===== src/rtl/seg7_scan_ctrl.sv =====
// Eight-digit multiplexed 7-segment scanner with a small register file.
// Define SEG_LZB_EN to enable leading-zero blanking of digits 1..7.
module seg7_scan_ctrl #(
  parameter int unsigned SCAN_DIV = 20000
) (
  input  logic        fpga_clk,
  input  logic        fpga_rst,
  input  logic        bus_we,
  input  logic [1:0]  bus_addr,
  input  logic [31:0] bus_wdata,
  output logic [31:0] bus_rdata,
  output logic [7:0]  dig_en,
  output logic        DN_A,
  output logic        DN_B,
  output logic        DN_C,
  output logic        DN_D,
  output logic        DN_E,
  output logic        DN_F,
  output logic        DN_G,
  output logic        DN_DP
);

  localparam int unsigned CW =
    (SCAN_DIV > 2) ? $clog2(SCAN_DIV) : 1;
  localparam logic [CW-1:0] CNT_LAST =
    CW'(SCAN_DIV - 1);

  typedef enum logic {
    SHOW,
    BLANK
  } state_t;

  state_t        state_q, state_d;
  logic [CW-1:0] cnt_q, cnt_d;
  logic [2:0]    idx_q, idx_d;

  logic [31:0] data_q, data_d;
  logic [7:0]  en_q, en_d;
  logic [7:0]  dp_q, dp_d;
  logic [31:0] rdata_q, rdata_d;

  logic [7:0]  dig_q, dig_d;
  logic [6:0]  seg_q, seg_d;
  logic        dpo_q, dpo_d;

  logic [3:0]  nib;
  logic        lz_blank;
  logic        digit_on;

  // Segment pattern, active-high, bit order {g,f,e,d,c,b,a}
  function automatic logic [6:0] hex_seg(
    input logic [3:0] n
  );
    logic [6:0] s;
    unique case (n)
      4'h0: s = 7'h3F;
      4'h1: s = 7'h06;
      4'h2: s = 7'h5B;
      4'h3: s = 7'h4F;
      4'h4: s = 7'h66;
      4'h5: s = 7'h6D;
      4'h6: s = 7'h7D;
      4'h7: s = 7'h07;
      4'h8: s = 7'h7F;
      4'h9: s = 7'h6F;
      4'hA: s = 7'h77;
      4'hB: s = 7'h7C;
      4'hC: s = 7'h39;
      4'hD: s = 7'h5E;
      4'hE: s = 7'h79;
      default: s = 7'h71;
    endcase
    return s;
  endfunction

  always_comb begin
    state_d = state_q;
    cnt_d   = cnt_q;
    idx_d   = idx_q;
    unique case (state_q)
      SHOW: begin
        if (cnt_q == CNT_LAST) begin
          cnt_d   = '0;
          state_d = BLANK;
        end else begin
          cnt_d = cnt_q + 1'b1;
        end
      end
      BLANK: begin
        idx_d   = idx_q + 3'd1;
        state_d = SHOW;
      end
    endcase
  end

  always_comb begin
    data_d = data_q;
    en_d   = en_q;
    dp_d   = dp_q;
    if (bus_we) begin
      unique case (bus_addr)
        2'd0: data_d = bus_wdata;
        2'd1: en_d   = bus_wdata[7:0];
        2'd2: dp_d   = bus_wdata[7:0];
        default: ;
      endcase
    end
  end

  always_comb begin
    rdata_d = 32'd0;
    unique case (bus_addr)
      2'd0: rdata_d = data_q;
      2'd1: rdata_d = {24'd0, en_q};
      2'd2: rdata_d = {24'd0, dp_q};
      default: rdata_d = {27'd0,
                          state_q == BLANK,
                          idx_q,
                          en_q != 8'd0};
    endcase
  end

  assign nib = 4'(data_q >> {idx_q, 2'b00});

`ifdef SEG_LZB_EN
  // Digit 0 always shows, so a zero value reads "0"
  assign lz_blank = (idx_q != 3'd0) &&
    ((data_q >> {idx_q, 2'b00}) == 32'd0);
`else
  assign lz_blank = 1'b0;
`endif

  assign digit_on = (state_q == SHOW) &&
    en_q[idx_q] && !lz_blank;

  always_comb begin
    dig_d = 8'hFF;
    seg_d = 7'h7F;
    dpo_d = 1'b1;
    if (digit_on) begin
      dig_d = ~(8'h01 << idx_q);
      seg_d = ~hex_seg(nib);
      dpo_d = ~dp_q[idx_q];
    end
  end

  always_ff @(posedge fpga_clk) begin
    if (fpga_rst) begin
      state_q <= SHOW;
      cnt_q   <= '0;
      idx_q   <= 3'd0;
      data_q  <= 32'd0;
      en_q    <= 8'hFF;
      dp_q    <= 8'd0;
      rdata_q <= 32'd0;
      dig_q   <= 8'hFF;
      seg_q   <= 7'h7F;
      dpo_q   <= 1'b1;
    end else begin
      state_q <= state_d;
      cnt_q   <= cnt_d;
      idx_q   <= idx_d;
      data_q  <= data_d;
      en_q    <= en_d;
      dp_q    <= dp_d;
      rdata_q <= rdata_d;
      dig_q   <= dig_d;
      seg_q   <= seg_d;
      dpo_q   <= dpo_d;
    end
  end

  assign bus_rdata = rdata_q;
  assign dig_en    = dig_q;
  assign DN_A      = seg_q[0];
  assign DN_B      = seg_q[1];
  assign DN_C      = seg_q[2];
  assign DN_D      = seg_q[3];
  assign DN_E      = seg_q[4];
  assign DN_F      = seg_q[5];
  assign DN_G      = seg_q[6];
  assign DN_DP     = dpo_q;

endmodule


===== config.mk =====
export PLATFORM = sky130hd
export DESIGN_NAME = seg7_scan_ctrl
export DESIGN_NICKNAME = d
export VERILOG_FILES = /design/src/rtl/seg7_scan_ctrl.sv
export SDC_FILE = /design/constraint.sdc
export NUM_CORES = 1
export LEC_CHECK = 0
export CORE_MARGIN = 5
export CORE_UTILIZATION = 50
export DETAILED_ROUTE_END_ITERATION = 6
export PLACE_DENSITY = 0.83
export SYNTH_ARGS = -nofsm -noshare
export SYNTH_HDL_FRONTEND = slang
export SYNTH_SLANG_ARGS = --single-unit

===== constraint.sdc =====
create_clock -name fpga_clk -period 3.02 [get_ports fpga_clk]
set_clock_uncertainty 0.15 [all_clocks]
set_input_delay 0.755 -clock fpga_clk [delete_from_list [all_inputs] [get_ports fpga_clk]]
set_output_delay 0.755 -clock fpga_clk [all_outputs]
set_load 0.01 [all_outputs]

==> implementation parameters <==
Parameter                              Value

Die
  Core outline area ... 9200 sq um
  Initial core utilization ... 51.0%
  Height of the chip ... ~110 microns
  Count of pins on the block boundary ... 85
  Horiz. Die Dim ... 107 microns
  Area of the die ... 11400 sq um
  Number of cell rows ... 35

Timing
  Worst setup slack after layout ... between 0.4 and 0.5 ns
  Number of hold-slack violations in the final timing report ... 0
  Maximum frequency from static timing analysis ... 0.383 GHz
  Fin crit period ... 2.61 ns
  Relative max-transition margin ... about a quarter
  Crit share post-route ... 86.6%
  Pins over their slew limit ... 0
  Accumulated negative setup slack ... 0 ns
  # setup viols final ... 0
  Worst slew pin tran ... 1.12 ns
  RSZ-0062 raised after global routing ... no

Synth
  Top_reg_cell synth ... dfxtp_1
  Proportion of synthesized chip area in sequential cells ... 49.1%
  Share of Yosys cell area claimed by the top area cell type ... 49.1%
  Yosys cell types ... 46
  Largest area contributor in the netlist ... dfxtp_1
  Synth cell count leaders ... nand2_1 (116), dfxtp_1 (115), a21oi_1 (49)
  Number of cells produced by synthesis ... 502
  Post-Syn Area per Cell ... 9.34 sq um
  Library cell with the highest instance count after synthesis ... nand2_1
  Total of flip-flops plus latches after synthesis ... 115
  Synthesized Nets ... 552
  Synth Cell Area ... 4690 sq um
  FFs w/ async S/R, synth ... 0%
  Count of flip-flops with a built-in enable after synthesis ... 0
  Count of synthesis-stage warnings from yosys ... 0
  Cells taking the most area after synthesis ... dfxtp_1 (49%), nand2_1 (9.3%), mux4_2 (6.7%)

Worst setup path
  Delay of the slowest cell on the worst path ... 0.54 ns
  Critical path endpoint category ... flip-flop
  Element type at the critical path start ... flip-flop
  Startpoint-to-endpoint class of the critical path ... flip-flop to flip-flop
  Crit path DAT ... between 2 and 3 ns
  Chain of cells forming the critical path ... buf_4, mux4_2, mux2i_4, o21ai_0, a21oi_1, o31ai_1
  Worst reg-to-reg path cell count ... 6
  Worst Path Required ... 3.22 ns
  Buffers and inverters on the worst path ... 1
  Library cell contributing the largest single delay on the critical path ... mux4_2
  Number of stages on the worst setup path ... 6
  Critical path's top delay family ... multiplexers
  CP Max Fanout ... 12

Detailed routing
  Via density per instance ... 5.49
  Pre-Repair DR Iteration Count ... 5
  DR vias ... 3891
  Number of antenna-violating nets in the routed design ... 0
  Count of unresolved DRC violations after routing ... 0
  DR iter-0 viols ... 296
  DR WL/cell ... 15.8 microns
  Wire length reported by the detailed router ... roughly 11 mm

Clock tree
  # H-tree levels ... 4
  Clock root buffer ... clkbuf_8
  TritonCTS clock tree ... built
  TritonCTS Sinks ... 115
  Clk buf depth ... 2
  Clock transition at the registers of the reported paths ... 0.06 ns
  Number of buffers created by CTS ... 17
  Count of hold buffers inserted by post-cts repair ... 0
  Setup bufs post-CTS ... 0
  Post-CTS Resized ... 0
  Latest clock arrival within the worst-skew pair ... 0.50 ns

Global route
  Via count of the first global-routing pass ... 3915
  First-pass GRT wire length ... 18.7 mm
  Antenna violations before repair ... 0
  Total routing usage reported by global routing ... between 20% and 30%
  Global route overflow ... 0
  Largest net degree at the start of global routing ... 39

Final layout
  Share of final-layout standard cells stronger than drive strength 1 ... 11.7%
  Final design utilization ... roughly 67%
  Antenna Cells ... 0
  Synthesis-to-finish area growth ... 31.9%
  NumNets Final ... between 600 and 700
  Filler instances ... 674

Pwr
  Leakage power figure ... 2.36 nW
  PwrDens ... 604 nW/um^2
  Power, Total ... 3.74 mW
  Worst ir drop on vdd ... 0.396 mV

Placed design
  Port Buffer Count ... 84
  Detailed placement HPWL ... approximately 7.8 mm
  Placer Congestion ... 0.863
  Post-place setup slack ... ~0.35 ns

Job
  Max-capacitance violation count ... 0

Worst hold path
  Cell count of the worst hold path ... 2
  Type of the most critical hold path ... flip-flop to flip-flop

Run status
  Outcome ... complete, no violations
==> tightest hold or removal path: cells and delay by family (launching register included) <==
kind / cells / cell delay [ns]
AND/OR/NAND/NOR: 1 / 0.05
AO/OA/AOI/OAI: 1 / 0.06
flip-flops: 1 / 0.31
==> logic make-up after synthesis <==
| kind of cell | Yosys count | synth area share (%) |
|---|---|---|
| XOR/XNOR | 13 | 2.43 |
| AO/OA/AOI/OAI | 68 | 8.40 |
| flip-flops | 115 | 49.1 |
| multiplexers | 28 | 10.1 |
| buffers and inverters | 41 | 3.95 |
| adder cells (fa/ha/maj) | 13 | 3.47 |
| AND/OR/NAND/NOR | 224 | 22.6 |
==> report_power, final <==
part           switching, mW  leakage, nW  internal [mW]
logic                  0.121         1.15          0.131
registers             0.0292        0.936           1.56
clock network          0.718        0.275           1.18
total                  0.868         2.36           2.87
==> area by class of cell <==
| type | instances | area [sq um] | share of cell area (%) |
|---|---|---|---|
| inverters | 10 | 37.5 | 0.607 |
| clock buffers | 17 | 414 | 6.69 |
| clock inverters | 14 | 155 | 2.51 |
| repair buffers | 96 | 926 | 15.0 |
| multi-input cells | 346 | 2210 | 35.8 |
| well taps | 111 | 139 | 2.25 |
| flip-flops and latches | 115 | 2300 | 37.2 |
==> worst paths after layout <==
path | start | end | slack, ns
setup / recovery | idx_q[0]$_SDFFE_PP0P_ | seg_q[0]$_SDFF_PP1_ | 0.41
hold / removal | data_q[23]$_SDFFE_PP0P_ | data_q[23]$_SDFFE_PP0P_ | 0.32
setup reg to reg | idx_q[0]$_SDFFE_PP0P_ | seg_q[0]$_SDFF_PP1_ | 0.41
hold reg to reg | data_q[23]$_SDFFE_PP0P_ | data_q[23]$_SDFFE_PP0P_ | 0.32
==> routing by layer <==
layer / part of all wire [%] / up-vias / GRT usage [%]
met1: 42 / 1838 / 26.2
met4: 1.8 / 0 / 7.21
li1: - / 1872 / -
met2: 50 / 159 / 34.4
met3: 6.0 / 22 / 5.06
met5: 0 / - / 0
==> metrics by stage <==
stage / cells / area (sq um) / hold slack (ns)
2_1_floorplan: 502 / 4690 / 0.291
3_3_place_gp: 678 / 5620 / 0.303
3_5_place_dp: 678 / 5620 / 0.306
4_1_cts: 709 / 6190 / 0.314
5_1_grt: 709 / 6190 / 0.350
6_report: 709 / 6190 / 0.320
==> placed cells by master, fill, tap and decap left out, drive strengths merged, types with 12 or more instances in the layout <==
cell type / synthesis / layout
clkdlybuf4s50: 0 / 83
inv: 9 / 12
clkbuf: 19 / 17
ha: 13 / 13
nand2: 116 / 116
dfxtp: 115 / 115
a21oi: 49 / 49
buf: 12 / 13
mux4: 14 / 14
and2: 24 / 24
nor2: 27 / 27
==> state kept, by name, summed over array words and instances, names as in the netlist <==
register,flops
bus_rdata,32
data_q,32
cnt_q,15
dig_en,8
dp_q,8
en_q,8
seg_q,7
idx_q,3
DN_DP,1
state_q,1
Note: power is estimated with default switching activity, not from simulation.
